==> src/rtl/dpwm_display_mux.sv <==
// Registered N-channel display source selector with manual select, timed auto-scan and hold.
// Optional post-switch blanking of the display data is enabled by defining DISPMUX_BLANK_EN.
module dpwm_display_mux #(
  parameter int WIDTH = 10,
  parameter int NCH   = 4,
  parameter int DWELL = 50_000_000,
  parameter int BLANK = 2,
  parameter int SELW  = $clog2(NCH)
) (
  input  logic                 clkm,
  input  logic                 reset,
  input  logic [NCH*WIDTH-1:0] ch_data,
  input  logic [SELW-1:0]      sel,
  input  logic                 auto_en,
  input  logic                 hold,
  output logic [WIDTH-1:0]     datodis,
  output logic [SELW-1:0]      ch_idx,
  output logic                 upd
);

  localparam int              DW         = (DWELL > 1) ? $clog2(DWELL) : 1;
  localparam logic [DW-1:0]   DWELL_LAST = DW'(DWELL - 1);
  localparam logic [SELW-1:0] IDX_LAST   = SELW'(NCH - 1);

  if (NCH < 2 || DWELL < 1 || BLANK < 1) begin : g_bad_param
    $error("dpwm_display_mux: NCH >= 2, DWELL >= 1 and BLANK >= 1 required");
  end

  logic [SELW-1:0]  idx_q, idx_d;
  logic [DW-1:0]    dwell_q, dwell_d;
  logic [WIDTH-1:0] datodis_q, datodis_d;
  logic             upd_q, upd_d;
  logic             idx_change;

  // NOTE: every always_comb output gets a default first so no path can infer a latch.
  always_comb begin
    idx_d   = idx_q;
    dwell_d = dwell_q;
    if (!hold) begin
      if (!auto_en) begin
        dwell_d = '0;
        if (int'(sel) < NCH) idx_d = sel;
      end else if (dwell_q == DWELL_LAST) begin
        dwell_d = '0;
        idx_d   = (idx_q == IDX_LAST) ? '0 : idx_q + SELW'(1);
      end else begin
        dwell_d = dwell_q + DW'(1);
      end
    end
    idx_change = (idx_d != idx_q);
    // A manual reselect of another channel must also restart the dwell.
    if (idx_change) dwell_d = '0;
    upd_d = idx_change;
  end

`ifdef DISPMUX_BLANK_EN
  localparam int            BW         = (BLANK > 1) ? $clog2(BLANK) : 1;
  localparam logic [BW-1:0] BLANK_LAST = BW'(BLANK - 1);

  logic [BW-1:0] blank_q, blank_d;

  // The change edge itself is the first blank cycle, so the counter holds the remaining ones.
  always_comb begin
    blank_d   = blank_q;
    datodis_d = datodis_q;
    if (!hold) begin
      if (idx_change) begin
        blank_d   = BLANK_LAST;
        datodis_d = '0;
      end else if (blank_q != '0) begin
        blank_d   = blank_q - BW'(1);
        datodis_d = '0;
      end else begin
        datodis_d = ch_data[idx_d*WIDTH +: WIDTH];
      end
    end
  end

  always_ff @(posedge clkm) begin
    if (reset) blank_q <= '0;
    else       blank_q <= blank_d;
  end
`else
  always_comb begin
    datodis_d = datodis_q;
    if (!hold) datodis_d = ch_data[idx_d*WIDTH +: WIDTH];
  end
`endif

  // NOTE: sequential state uses non-blocking assignments so all flops update from pre-edge values.
  always_ff @(posedge clkm) begin
    if (reset) begin
      idx_q     <= '0;
      dwell_q   <= '0;
      datodis_q <= '0;
      upd_q     <= 1'b0;
    end else begin
      idx_q     <= idx_d;
      dwell_q   <= dwell_d;
      datodis_q <= datodis_d;
      upd_q     <= upd_d;
    end
  end

  assign datodis = datodis_q;
  assign ch_idx  = idx_q;
  assign upd     = upd_q;

endmodule
==> config.mk <==
export PLATFORM = sky130hd
export DESIGN_NAME = dpwm_display_mux
export DESIGN_NICKNAME = d
export VERILOG_FILES = /design/src/rtl/dpwm_display_mux.sv
export SDC_FILE = /design/constraint.sdc
export NUM_CORES = 1
export LEC_CHECK = 0
export CORE_ASPECT_RATIO = 1.25
export CORE_MARGIN = 2
export CORE_UTILIZATION = 30
export CTS_CLUSTER_SIZE = 30
export DETAILED_ROUTE_END_ITERATION = 7
export GPL_TIMING_DRIVEN = 0
export PLACE_DENSITY_LB_ADDON = 0.15
export SLEW_MARGIN = 5
export SYNTH_ARGS = -nofsm -noshare
export SYNTH_HDL_FRONTEND = slang
export SYNTH_SLANG_ARGS = --single-unit
==> constraint.sdc <==
create_clock -name clkm -period 2.9 [get_ports clkm]
set_input_delay 0.58 -clock clkm [delete_from_list [all_inputs] [get_ports clkm]]
set_output_delay 0.58 -clock clkm [all_outputs]
set_load 0.005 [all_outputs]
======== After elaboration in Yosys (flattened, before gate mapping) ========
Index checks and enable logic that the tools add are counted.
operators by class
  add/subtract/negate cells ............... 2
  $mul .................................... 1
  equality and inequality tests ........... 3
  shift operators ......................... 1
  mux-type cells .......................... 6
  reductions and logical operators ........ 1
operators by type and width
  operator                                                            number
  26-bit two-way mux                                                  2
  40-bit by 7-bit indexed part select with 10-bit output              1
  26-bit by 1-bit adder with 26-bit output, second input constant     1
  26-bit == test, second input constant                               1
  2-bit two-way mux                                                   4
  2-bit by 3-bit multiplier with 5-bit output, second input constant  1
  2-bit by 1-bit adder with 2-bit output, second input constant       1
  2-bit == test, second input constant                                1
  2-bit != test                                                       1
  2-bit OR reduction                                                  1
storage, ports and cells
  register bits ........................... 39
  input port bits ......................... 46
  output and inout port bits .............. 13
  word-level logic and storage cells ...... 18

======== Depth between registers and ports, before layout ========
  word-level depth ........................ 7
  gate-level depth with buffers ........... 9
  gate-level depth less buffers ........... 7

======== Worst setup path before layout ========
OpenSTA, ideal clock, no wires.
  path kind ............................... input to register
  start ................................... input auto_en
  end ..................................... register datodis_q[0], in the netlist datodis[0]
  library setup time ...................... 92 ps
  arrival time ............................ 2,305 ps
  required time ........................... 2,808 ps
  setup slack ............................. 503 ps
  stages on the path ...................... 8
  buffers on the path ..................... 2
  cells stage by stage .................... clkbuf_1 -> or3b_2 -> a31oi_1 -> clkbuf_1 -> nand2_1 -> a21o_1 -> and3_1 -> o32ai_1
on the way
  cells in the longest elaborated chain, start to end .. 4
ends and longest elaborated chain
  what                                                    RTL line  text
  start: declaration                                      14        input logic auto_en,
  2-bit two-way mux                                       40        if (!auto_en) begin
  2-bit two-way mux                                       39        if (!hold) begin
  2-bit by 3-bit multiplier with 5-bit output             86        if (!hold) datodis_d = ch_data[idx_d*WIDTH +: WIDTH];
  40-bit by 7-bit indexed part select with 10-bit output  86
  end signal: assignment                                  100       datodis_q <= datodis_d;
  end: declaration                                        31        logic [WIDTH-1:0] datodis_q, datodis_d;
No other way between the ends.
A chain may end at the register's enable or synchronous reset.

======== Worst setup path in the final report ========
  start ................................... register dwell_q[1]
  end ..................................... register datodis_q[1], in the netlist datodis[1]
on the way
  cells in the longest elaborated chain, start to end .. 6
ends and longest elaborated chain
  what                                                    RTL line  text
  start: declaration                                      30        logic [DW-1:0] dwell_q, dwell_d;
  start signal: assignment                                99        dwell_q <= dwell_d;
  26-bit == test                                          43        end else if (dwell_q == DWELL_LAST) begin
  2-bit two-way mux                                       43
  2-bit two-way mux                                       40
  2-bit two-way mux                                       39
  2-bit by 3-bit multiplier with 5-bit output             86
  40-bit by 7-bit indexed part select with 10-bit output  86
No other way between the ends.

==> results.tsv <==
metric	value	unit
maxcap violations	0	
Die X	85.20	um
FMAX	365.7	MHz
arrival time worst endpoint	2930	ps
synthesized cell area	2472	um^2
CTS tree	built	
total die area	8988	um^2
synthesized net count	371	
run status	finished, final reports clean	
Antenna diodes	0	
first-pass GRT wire length	12640	um
Clock Path Buffers	2	
routability cong.	0.8139	
P_leak	1.251	nW
Core Region	8102	um^2
critical path class	reg -> reg	
Worst-path clk slew	80	ps
worst min-delay path category	reg -> reg	
worst-path fanout max	10	
residual overflow from global routing	0	
dpl cells	477	
switching part of the total	0.2810	
FFs w/ async S/R, synth	0	
Post-Route WL	7606	um
drt pass-1 iters	4	
CP Data Required Time	3100	ps
worst-skew pair later-pin latency	300	ps
most frequent cells in the layout	clkdlybuf4s50_1, nand2_1, dfxtp_1, nor2_1, a21oi_1	
fillers	855	
Setup crit end kind	register	
Syn Inst Count	323	
Worst IR Drop VDD	206.7	uV
Mean Syn Cell Area	7.654	um^2
Worst setup SP type	register	
headroom to the max-slew limit	0.4884	
sequential area share after synthesis	0.3158	
Post-synth EDFFs	0	
Final setup viols	0	
Distinct cells, synth	44	
initial antenna violation count	0	
largest net degree at the start of global routing	13	
sequential cell fraction of total power	0.472	
Non-Filler Instances	486	
number of placement rows	37	
final hold viol count	0	
DP HPWL	5738	um
fin. max-slew vios	0	
vias in the first global route	2670	
initial DRC count	69	
htree depth	2	
vias	2608	
register bit count reported by yosys	39	
fin crit share	0.9429	
Slew @ Worst Pin	760.4	ps
clock sinks	39	
Synth top area share	0.3158	
sw power	0.3344	mW
pwr dens	364.3	nW/um^2
RSZ-0062 raised after global routing	no	
detailed-route wire length per cell	15.65	um
Primary FF master, synth	dfxtp_1	
root buffer cell	clkbuf_8	
Post-DRT Antenna Nets	0	
number of vias per cell	5.366	
layout cells sized above 1	0.07198	
drt drc	0	
final hold slack	490.7	ps
GRT Total Usage	0.1726	
IO Port Bufs	57	
Synth area leader	dfxtp_1	
I/O Pins	59	
most common cell after layout, fill and taps aside	clkdlybuf4s50_1	
Clk pwr share	0.313	
Yosys warnings	0	
Internal	0.8556	mW
Die Ht	105.5	um
Comb pwr share	0.216	
hold-fix buffers at CTS	0	
Worst Skew	8.236	ps
synth top area cells	dfxtp_1, nand2_1, nor2_1	
Initial Util	0.3052	
Final #Nets	436	
TritonCTS Buffers	5	
Area growth syn-to-layout	32.14	%
Final min period	2734	ps
## layout make-up
class                   count  area (um^2)  area share
multi-input cells         257         1577      0.4826
clock buffers               6        72.57     0.02221
clock inverters             2        12.51    0.003830
repair buffers             58        578.1      0.1769
well taps                  97        121.4     0.03715
flip-flops and latches     39        782.0      0.2394
plain buffers              23        108.9     0.03332
inverters                   4        15.01    0.004596
## cell usage after synthesis (2+ instances only)
| cell type | n |
|---|---|
| clkbuf_1 | 18 |
| o21ai_0 | 4 |
| xor2_1 | 12 |
| nand2_1 | 49 |
| a31oi_1 | 13 |
| nor2_1 | 28 |
| and2_1 | 3 |
| o211a_1 | 9 |
| or3_1 | 2 |
| nand2b_1 | 3 |
| a21oi_1 | 20 |
| xnor2_1 | 9 |
| buf_6 | 2 |
| or3b_2 | 3 |
| nor2b_1 | 2 |
| o32ai_1 | 10 |
| nor3_1 | 6 |
| or2_2 | 2 |
| ha_1 | 2 |
| a211oi_1 | 11 |
| dfxtp_1 | 39 |
| a21o_1 | 11 |
| nand3_1 | 18 |
| and3_1 | 14 |
| nand4_1 | 9 |
| and4_1 | 3 |
| inv_1 | 4 |
## cell families (layout without fill, tap and decap cells)
group	after synthesis	in the layout	synth area share
buf+inv	27	93	0.04908
simple gates	150	150	0.3092
flops	39	39	0.3158
compound gates	84	84	0.2414
xor+xnor	21	21	0.07439
fa+ha+maj	2	2	0.01012
## registers in the layout, summed over array words and instances (netlist names)
signal and flops:
dwell_q 26, datodis 10, ch_idx 2, upd 1
## critical path: stages, from the launching register on
cell      delay, ps
dfxtp_1         390
ha_2            240
or4bb_1         540
nor4_4          260
buf_4           180
nand2_1         100
clkbuf_1        280
a21o_1          230
and3_1          190
o32ai_1         230
## final timing paths
check | startpoint | endpoint | slack, ps | depth (start not counted)
max reg2reg | dwell_q[1]$_SDFFE_PP0N_ | datodis[1]$_SDFFE_PP0N_ | 170 | 9
max | dwell_q[1]$_SDFFE_PP0N_ | datodis[1]$_SDFFE_PP0N_ | 170 | 9
min | datodis[2]$_SDFFE_PP0N_ | datodis[2]$_SDFFE_PP0N_ | 490 | 2
min reg2reg | datodis[2]$_SDFFE_PP0N_ | datodis[2]$_SDFFE_PP0N_ | 490 | 2
## per-layer routing
metal	track usage	part of all wire
met5	0	0
met4	0.05556	0.025
met3	0.03446	0.047
met2	0.3147	0.51
met1	0.1982	0.42
## through the flow
stage | util | cell area [um^2] | setup WS, ps | TNS, ps | power (mW)
CTS | 0.4015 | 3253 | 83.54 | 0 | 1.201
detailed placement | 0.3906 | 3164 | -174.6 | -1359 | 0.8315
global placement | 0.3906 | 3164 | -180.1 | -1402 | 0.8305
finish | 0.4032 | 3267 | 165.6 | 0 | 1.190
global route | 0.4032 | 3267 | 30.85 | 0 | 1.242
floorplan | - | 2472 | 503.0 | 0 | 0.6958
## power groups by stage
| stage | combinational (mW) | clock, mW | sequential [mW] |
|---|---|---|---|
| 2_1_floorplan | 0.122 | 0 | 0.574 |
| 3_3_place_gp | 0.256 | 0 | 0.575 |
| 3_5_place_dp | 0.258 | 0 | 0.574 |
| 4_1_cts | 0.260 | 0.379 | 0.562 |
| 5_1_grt | 0.281 | 0.397 | 0.564 |
| 6_report | 0.256 | 0.372 | 0.562 |
## timing repair
item,in CTS,in global routing
endpoints found under the setup margin,1,13
setup buffers,0,1
resized for setup,1,6
pin swaps,0,1
No activity file was read; power rests on OpenSTA's default activity.
